===== src/rtl/mprj_status_arbiter_if.sv =====
// Requester-side bundle of the status arbiter: per-requester valid/data in,
// one-hot ready strobe out.
interface mprj_status_arbiter_if #(
    parameter int NUM_REQ = 4,
    parameter int DATA_W  = 16
);
    logic [NUM_REQ-1:0]        req_valid;
    logic [NUM_REQ*DATA_W-1:0] req_data;
    logic [NUM_REQ-1:0]        req_ready;

    modport master (output req_valid, output req_data, input  req_ready);
    modport slave  (input  req_valid, input  req_data, output req_ready);
endinterface


===== src/rtl/mprj_status_arbiter.sv =====
// Round-robin arbiter for the mprj_io[31:16] status field. Every granted word
// stays on the pads for at least HOLD_CYCLES cycles.
module mprj_status_arbiter #(
    parameter int                 NUM_REQ     = 4,
    parameter int                 DATA_W      = 16,
    parameter int                 HOLD_CYCLES = 8,
    parameter logic [DATA_W-1:0]  IDLE_VALUE  = '0
) (
    input  logic                       clock,
    input  logic                       resetb,
    input  logic                       enable,
    mprj_status_arbiter_if.slave       req,
    output logic [DATA_W-1:0]          status_out,
    output logic [DATA_W-1:0]          status_oeb,
    output logic                       busy,
    output logic [$clog2(NUM_REQ)-1:0] grant_id,
    output logic [7:0]                 word_count
);
    localparam int ID_W  = $clog2(NUM_REQ);
    localparam int CNT_W = (HOLD_CYCLES > 1) ? $clog2(HOLD_CYCLES) : 1;
    localparam logic [CNT_W-1:0] HOLD_LOAD = CNT_W'(HOLD_CYCLES - 1);
    localparam logic [ID_W-1:0]  LAST_INIT = ID_W'(NUM_REQ - 1);

    typedef enum logic {IDLE, HOLD} state_t;

    state_t            state, state_next;
    logic [CNT_W-1:0]  hold_cnt;
    logic [ID_W-1:0]   last_grant;
    logic [ID_W-1:0]   winner;
    logic              any_valid;
    logic              grant;
    logic [DATA_W-1:0] win_data;

    // Round-robin pick: scanning offsets from high to low makes the nearest
    // valid index after last_grant the one that sticks.
    // NOTE: combinational blocks use blocking '=' and assign every output a
    // default first, so no latch is inferred on any path.
    always_comb begin
        any_valid = 1'b0;
        winner    = '0;
        for (int k = NUM_REQ; k >= 1; k--) begin
            int idx;
            idx = (int'(last_grant) + k) % NUM_REQ;
            if (req.req_valid[ID_W'(idx)]) begin
                winner    = ID_W'(idx);
                any_valid = 1'b1;
            end
        end
    end

    always_comb begin
        win_data = '0;
        for (int i = 0; i < NUM_REQ; i++) begin
            if (ID_W'(i) == winner) win_data = req.req_data[i*DATA_W +: DATA_W];
        end
    end

    // Gated by resetb so no strobe leaks out while reset is held.
    assign grant = resetb && (state == IDLE) && enable && any_valid;

    // NOTE: sequential state uses non-blocking '<=' so every register samples
    // the pre-edge values regardless of process ordering.
    always_ff @(posedge clock or negedge resetb) begin
        if (!resetb) state <= IDLE;
        else         state <= state_next;
    end

    always_comb begin
        state_next = state;
        case (state)
            IDLE:    if (grant)           state_next = HOLD;
            HOLD:    if (hold_cnt == '0)  state_next = IDLE;
            default:                      state_next = IDLE;
        endcase
    end

    always_comb begin
        req.req_ready = '0;
        busy          = 1'b0;
        case (state)
            IDLE:    if (grant) req.req_ready = NUM_REQ'(1) << winner;
            HOLD:    busy = 1'b1;
            default: ;
        endcase
    end

    always_ff @(posedge clock or negedge resetb) begin
        if (!resetb) begin
            status_out <= IDLE_VALUE;
            grant_id   <= '0;
            last_grant <= LAST_INIT;
            word_count <= '0;
            hold_cnt   <= '0;
        end else if (grant) begin
            status_out <= win_data;
            grant_id   <= winner;
            last_grant <= winner;
            word_count <= word_count + 8'd1;
            hold_cnt   <= HOLD_LOAD;
        end else if (state == HOLD && hold_cnt != '0) begin
            hold_cnt   <= hold_cnt - 1'b1;
        end
    end

    // Pad enable follows 'enable' one cycle late; pads float out of reset.
    always_ff @(posedge clock or negedge resetb) begin
        if (!resetb) status_oeb <= '1;
        else         status_oeb <= {DATA_W{~enable}};
    end
endmodule


===== src/flat_wrapper.sv =====
// flat-port wrapper written by rule: the top's interface ports become plain ports
module mprj_status_arbiter_flat 
#(
    parameter int                 NUM_REQ     = 4,
    parameter int                 DATA_W      = 16,
    parameter int                 HOLD_CYCLES = 8,
    parameter logic [DATA_W-1:0]  IDLE_VALUE  = '0
)
  (clock, resetb, enable, status_out, status_oeb, busy, grant_id, word_count, req_req_valid, req_req_data, req_req_ready);
  mprj_status_arbiter_if #(.NUM_REQ(NUM_REQ), .DATA_W(DATA_W)) req_i ();
  input  logic clock;
  input  logic resetb;
  input  logic enable;
  output logic [DATA_W-1:0] status_out;
  output logic [DATA_W-1:0] status_oeb;
  output logic busy;
  output logic [$clog2(NUM_REQ)-1:0] grant_id;
  output logic [7:0] word_count;
  input wire logic [$bits(req_i.req_valid)-1:0] req_req_valid;
  input wire logic [$bits(req_i.req_data)-1:0] req_req_data;
  output wire logic [$bits(req_i.req_ready)-1:0] req_req_ready;
  assign req_i.req_valid = req_req_valid;
  assign req_i.req_data = req_req_data;
  assign req_req_ready = req_i.req_ready;
  mprj_status_arbiter #(.NUM_REQ(NUM_REQ), .DATA_W(DATA_W), .HOLD_CYCLES(HOLD_CYCLES), .IDLE_VALUE(IDLE_VALUE)) u_core (.clock(clock), .resetb(resetb), .enable(enable), .req(req_i), .status_out(status_out), .status_oeb(status_oeb), .busy(busy), .grant_id(grant_id), .word_count(word_count));
endmodule

===== config.mk =====
export PLATFORM = sky130hd
export DESIGN_NAME = mprj_status_arbiter_flat
export DESIGN_NICKNAME = d
export VERILOG_FILES = /design/src/rtl/mprj_status_arbiter_if.sv /design/src/rtl/mprj_status_arbiter.sv /design/src/flat_wrapper.sv
export SDC_FILE = /design/constraint.sdc
export NUM_CORES = 1
export LEC_CHECK = 0
export ABC_AREA = 1
export CAP_MARGIN = 20
export CORE_UTILIZATION = 40
export DETAILED_ROUTE_END_ITERATION = 6
export PLACE_DENSITY = 0.85
export SETUP_SLACK_MARGIN = 0.3
export SKIP_CTS_REPAIR_TIMING = 1
export SLEW_MARGIN = 20
export SYNTH_ARGS = -nofsm -noshare
export SYNTH_HDL_FRONTEND = slang
export SYNTH_SLANG_ARGS = --single-unit

===== constraint.sdc =====
create_clock -name clock -period 2.55 [get_ports clock]
set_clock_uncertainty 0.05 [all_clocks]
set_input_delay 0.6375 -clock clock [delete_from_list [all_inputs] [get_ports clock]]
set_output_delay 0.6375 -clock clock [all_outputs]
set_load 0.01 [all_outputs]

**After elaboration in Yosys (flattened, before gate mapping)**

Cells that the tools add are included.

- Flip-flop bits (word level): 33
- Latch bits: 0
- Bits in writable memories: 0
- Bits in read-only memories: 0
- Input port bits: 71
- Output and inout bits: 47
- Logic and storage cells: 63
- Memories kept: 0

- $add $sub $neg: 6
- Multipliers: 0
- Div/mod/pow operators: 0
- Magnitude comparators: 4
- Equality and inequality tests: 3
- Shifts and indexed selects: 1
- Muxes and demuxes: 32
- Bitwise logic cells: 2
- Reduce and logical (&&, ||, !) cells: 8

Operator list:

| operator | number |
|---|---|
| 16-bit 2-to-1 mux | 4 |
| 2-bit by 4-bit < comparator with 1-bit output, second input constant | 4 |
| 1-bit 2-to-1 mux | 15 |
| 8-bit by 1-bit adder with 8-bit output, second input constant | 1 |
| 1-bit binary-select mux with 2-bit select | 4 |
| 2-bit 2-to-1 mux | 4 |
| 4-bit 2-to-1 mux | 2 |
| 3-bit 2-to-1 mux | 2 |
| 2-bit by 1-bit adder with 2-bit output, second input constant | 2 |
| 2-bit adder, second input constant | 2 |
| 2-bit equality test, first input constant | 2 |
| 1-bit logical AND | 4 |
| 1-bit by 2-bit left shift with 4-bit output, first input constant | 1 |
| 3-bit zero test | 1 |
| 3-bit nonzero test | 1 |
| 3-bit by 1-bit subtractor with 3-bit output, second input constant | 1 |
| 1-bit by 2-bit equality test with 1-bit output, first input constant | 1 |
| 2-bit zero test | 1 |
| 1-bit NOT | 2 |
| 1-bit case mux with 2 select lines | 1 |
| 2-bit nonzero test | 1 |

**Depth between registers and ports, before layout**

- Depth in word-level cells: 13
- Depth in mapped cells: 15
- Depth with buffers taken out: 14

**Least setup slack after synthesis**

OpenSTA, ideal clock, no wires.

- Path type: input -> output
- Start point: in req_req_valid[1]
- End point: out req_req_ready[0]
- Data arrival time: 1,781 ps
- Data required time: 1,862 ps
- Slack: 82 ps
- Stages: 12
- Buffers on the path: 2
- Cells stage by stage: inv_1 > nand2_1 > nand3_1 > nand2_1 > inv_2 > nand2_2 > nand2_2 > nand2_4 > nand2_4 > buf_12 > buf_6 > nor3_1

- Word-level cells in the longest chain between the ends: 10
- Elaborated cells on any way between the ends: 24
- Classes of those cells: 1 x shift; 22 x mux; 1 x reduce/logical

Ends and longest elaborated chain:

| element | RTL line | source |
|---|---|---|
| from (decl) | flat_wrapper.sv:19 | `input wire logic [$bits(req_i.req_valid)-1:0] req_req_valid;` |
| 1-bit binary-select mux with 2-bit select | mprj_status_arbiter.sv:44 | `if (req.req_valid[ID_W'(idx)]) begin` |
| 1-bit 2-to-1 mux (implied by the code) (2 in series) | mprj_status_arbiter.sv:44 |  |
| 2-bit 2-to-1 mux or 1-bit 2-to-1 mux (tied branches) (4 in series) | mprj_status_arbiter.sv:44 |  |
| 1-bit by 2-bit left shift with 4-bit output or 1-bit logical AND (tied branches) | mprj_status_arbiter.sv:81, mprj_status_arbiter.sv:59 |  |
| 4-bit 2-to-1 mux (*) | mprj_status_arbiter.sv:81 | `IDLE: if (grant) req.req_ready = NUM_REQ'(1) << winner;` |
| 4-bit 2-to-1 mux (*) | mprj_status_arbiter.sv:80 | `case (state)` |
| to (decl) | flat_wrapper.sv:21 | `output wire logic [$bits(req_i.req_ready)-1:0] req_req_ready;` |

Every way passes the cells marked *; elsewhere a longest branch is shown, timed or not. The select of a mux whose other input is x is not followed.

**Final worst setup path**

- Start point: reg u_core.last_grant[0]
- End point: out req_req_ready[0]

- Word-level cells in the longest chain between the ends: 11
- Elaborated cells on any way between the ends: 28
- Classes of those cells: 4 x add/sub; 1 x shift; 22 x mux; 1 x reduce/logical

Ends and longest elaborated chain:

| element | RTL line | source |
|---|---|---|
| from (decl) | mprj_status_arbiter.sv:28 | `logic [ID_W-1:0] last_grant;` |
| from (signal assigned) | mprj_status_arbiter.sv:97 | `last_grant <= winner;` |
| 2-bit by 1-bit adder with 2-bit output | mprj_status_arbiter.sv:43 | `idx = (int'(last_grant) + k) % NUM_REQ;` |
| 1-bit binary-select mux with 2-bit select | mprj_status_arbiter.sv:44 |  |
| 1-bit 2-to-1 mux (implied by the code) (2 in series) | mprj_status_arbiter.sv:44 |  |
| 2-bit 2-to-1 mux or 1-bit 2-to-1 mux (tied branches) (4 in series) | mprj_status_arbiter.sv:44 |  |
| 1-bit by 2-bit left shift with 4-bit output or 1-bit logical AND (tied branches) | mprj_status_arbiter.sv:81, mprj_status_arbiter.sv:59 |  |
| 4-bit 2-to-1 mux (*) | mprj_status_arbiter.sv:81 |  |
| 4-bit 2-to-1 mux (*) | mprj_status_arbiter.sv:80 |  |

Marked as above.

==> out/qor.csv <==
metric,value,unit
status,"complete, but fails checks",
violations,negative setup slack,
ir_worst_vdd,0.672,mV
slowest_stage,dfstp_2,
tightest_slew,428,ps
synth_top_area_share,32.8,%
p_leak,1.81,nW
vias,2502,
drc,0,
clk_pin_slew,70,ps
insertion_delay,290,ps
synth.area.top_cells,"dfrtp_1 (33%), nand2_1 (16%), nand3_1 (9.4%)",
path_cells,inv_4 > nand2_2 > nand3_2 > nand2_2 > inv_2 > nand2_2 > nand2_2 > nand2_4 > nand2_4 > buf_12 > nor3_4 > buf_2,
synth_cell_types,30,
coreArea,5510,µm²
crit_required,1860,ps
slew_headroom,71.5,%
fp.dieArea,6030,µm²
antenna_found_initial,0,
die_w,77.6,µm
cap_violations,0,
grt_pass1_vias,2407,
post_synth.cell_area_avg,7.33,µm²
nets,511,
gp_congestion,0.939,
min_period,2690,ps
slew_violations,0,
dp_hpwl,5240,µm
post_dp_cell_area,3640,µm²
critPathBufInv,4,
clk_path_buf_depth,2,
cp_top_family,simple AND/OR/NAND/NOR gates,
syn_to_final_growth,67.0,%
ant_nets,0,
synthFlopType,dfrtp_1,
dp_slack,-766,ps
fmax,0.371,GHz
gr-total-overflow,0,
final_cells,510,
htreeDepth,2,
syn_inst,312,
rsz0062_at_grt,yes,
layout_commonest_cell,clkdlybuf4s50_1,
yosys.area.top_type,dfrtp_1,
synth_edf_count,0,
port_buffers,117,
avgRoutedWirePerCell,13.3,µm
detail_route.vias_per_cell,4.91,
drive_gt1_share,19.9,%
grt_use_total,23.1,%
cts_sinks,33,
fp.dieH,77.6,µm
start_util,41.6,%
crit_path_frequent_cell,nand2_2,
syn_nets,386,
ys_ff_latch,33,
arrival,2000,ps
grt_max_degree,35,
setup_violations,4,
yosys_warnings,0,
numCtsBuffers,5,
placed_cells,499,
fin_area,3820,µm²
hold_violations,0,
drt_iter0_drc,109,
final_cell_mix,"clkdlybuf4s50_1 (109), nand2_1 (89), nand3_1 (40)",
endpoint_kind,primary output,
synth_seq_area_share,36.2,%
first_pass_iters,4,
p_per_area,1340,nW/µm²
worst_setup_path_start_kind,register,
critical_path_class,register to primary output,
cts_root_buf,clkbuf_8,
path_max_fanout,8,
cts_tree,built,
period_share,106,%
async_flop_share,100,%
netlist_area,2290,µm²
hold_class,register to register,
grt_pass1_wl,10900,µm
drt_wl_total,6800,µm
rows,27,
setup_slack,-142,ps
critical-path-max-stage-delay,630,ps
pin_count,118,
diodes,0,
setup_tns,-406,ps
## cells by family after synthesis
| family | count (synthesis) | share of synthesized area [%] |
|---|---|---|
| adders and majority gates | 3 | 1.64 |
| xor gates and xnor gates | 8 | 3.06 |
| DFF | 33 | 36.2 |
| and+or+nand+nor | 202 | 41.5 |
| AOI/OAI and AO/OA | 16 | 4.26 |
| buffers and inverters | 50 | 13.3 |
## Yosys cell counts, types with 4 or more instances
cell,number
xnor2_1,4
o21ai_0,10
dfrtp_1,30
xor2_1,4
nand4_1,11
buf_6,5
buf_4,15
nand2_1,97
inv_2,4
nand2_2,8
buf_2,5
nand3_1,43
inv_1,19
nor2_1,32
## metal layers
| layer | track usage (%) | routed length [µm] | share of wire (%) |
|---|---|---|---|
| met1 | 29.0 | 2860 | 42 |
| met4 | 10.6 | 158 | 2.3 |
| met3 | 3.76 | 372 | 5.5 |
| met5 | 0 | 0 | 0 |
| met2 | 38.8 | 3410 | 50 |
## final timing paths
path	start	to	slack (ps)	cells past startpoint
hold reg to reg	u_core.status_out[13]	u_core.status_out[13]	430	2
min in group asynchronous	resetb	u_core.status_out[6]	740	2
hold / removal	u_core.status_out[13]	u_core.status_out[13]	430	2
setup / recovery	u_core.last_grant[0]	req_req_ready[0]	-140	12
setup reg to reg	u_core.last_grant[0]	u_core.status_out[5]	170	15
max in group asynchronous	resetb	u_core.status_oeb[0]	1370	2
## stage by stage
| step | power, mW | hold slack [ps] | util (%) |
|---|---|---|---|
| 2_1_floorplan | 3.21 | 292 | - |
| 3_3_place_gp | 4.40 | 409 | 66.1 |
| 3_5_place_dp | 4.47 | 417 | 66.1 |
| 4_1_cts | 5.09 | 436 | 68.5 |
| 5_1_grt | 5.55 | 463 | 69.4 |
| 6_report | 5.13 | 434 | 69.4 |
## sequential cells by signal, summed over array words and instances (netlist names)
signal	flops
u_core.word_count	8
u_core.hold_cnt	3
u_core.status_out	16
u_core.status_oeb	1
u_core.last_grant	2
u_core.grant_id	2
u_core.state	1
## power breakdown
group          switching, mW  internal [mW]  total (mW)
Combinational           2.00           1.63        3.63
Sequential             0.150          0.757       0.906
Clock                  0.207          0.388       0.596
## worst min-delay path, delay by kind of cell, from the launching register on
family | cells | cell delay (ps)
flip-flops | 1 | 350
AND/OR/NAND/NOR | 2 | 110
## area by class of cell
cell class                      count  area [µm²]
Clock buffer                        5        68.8
Clock inverter                      3        65.1
Fill cell                         445        1690
Inverter                           23        93.8
Multi-Input combinational cell    229        1230
Sequential cell                    33         830
Tap cell                           72        90.1
Timing Repair Buffer              145        1440
Power figures use the tool's default switching activity.
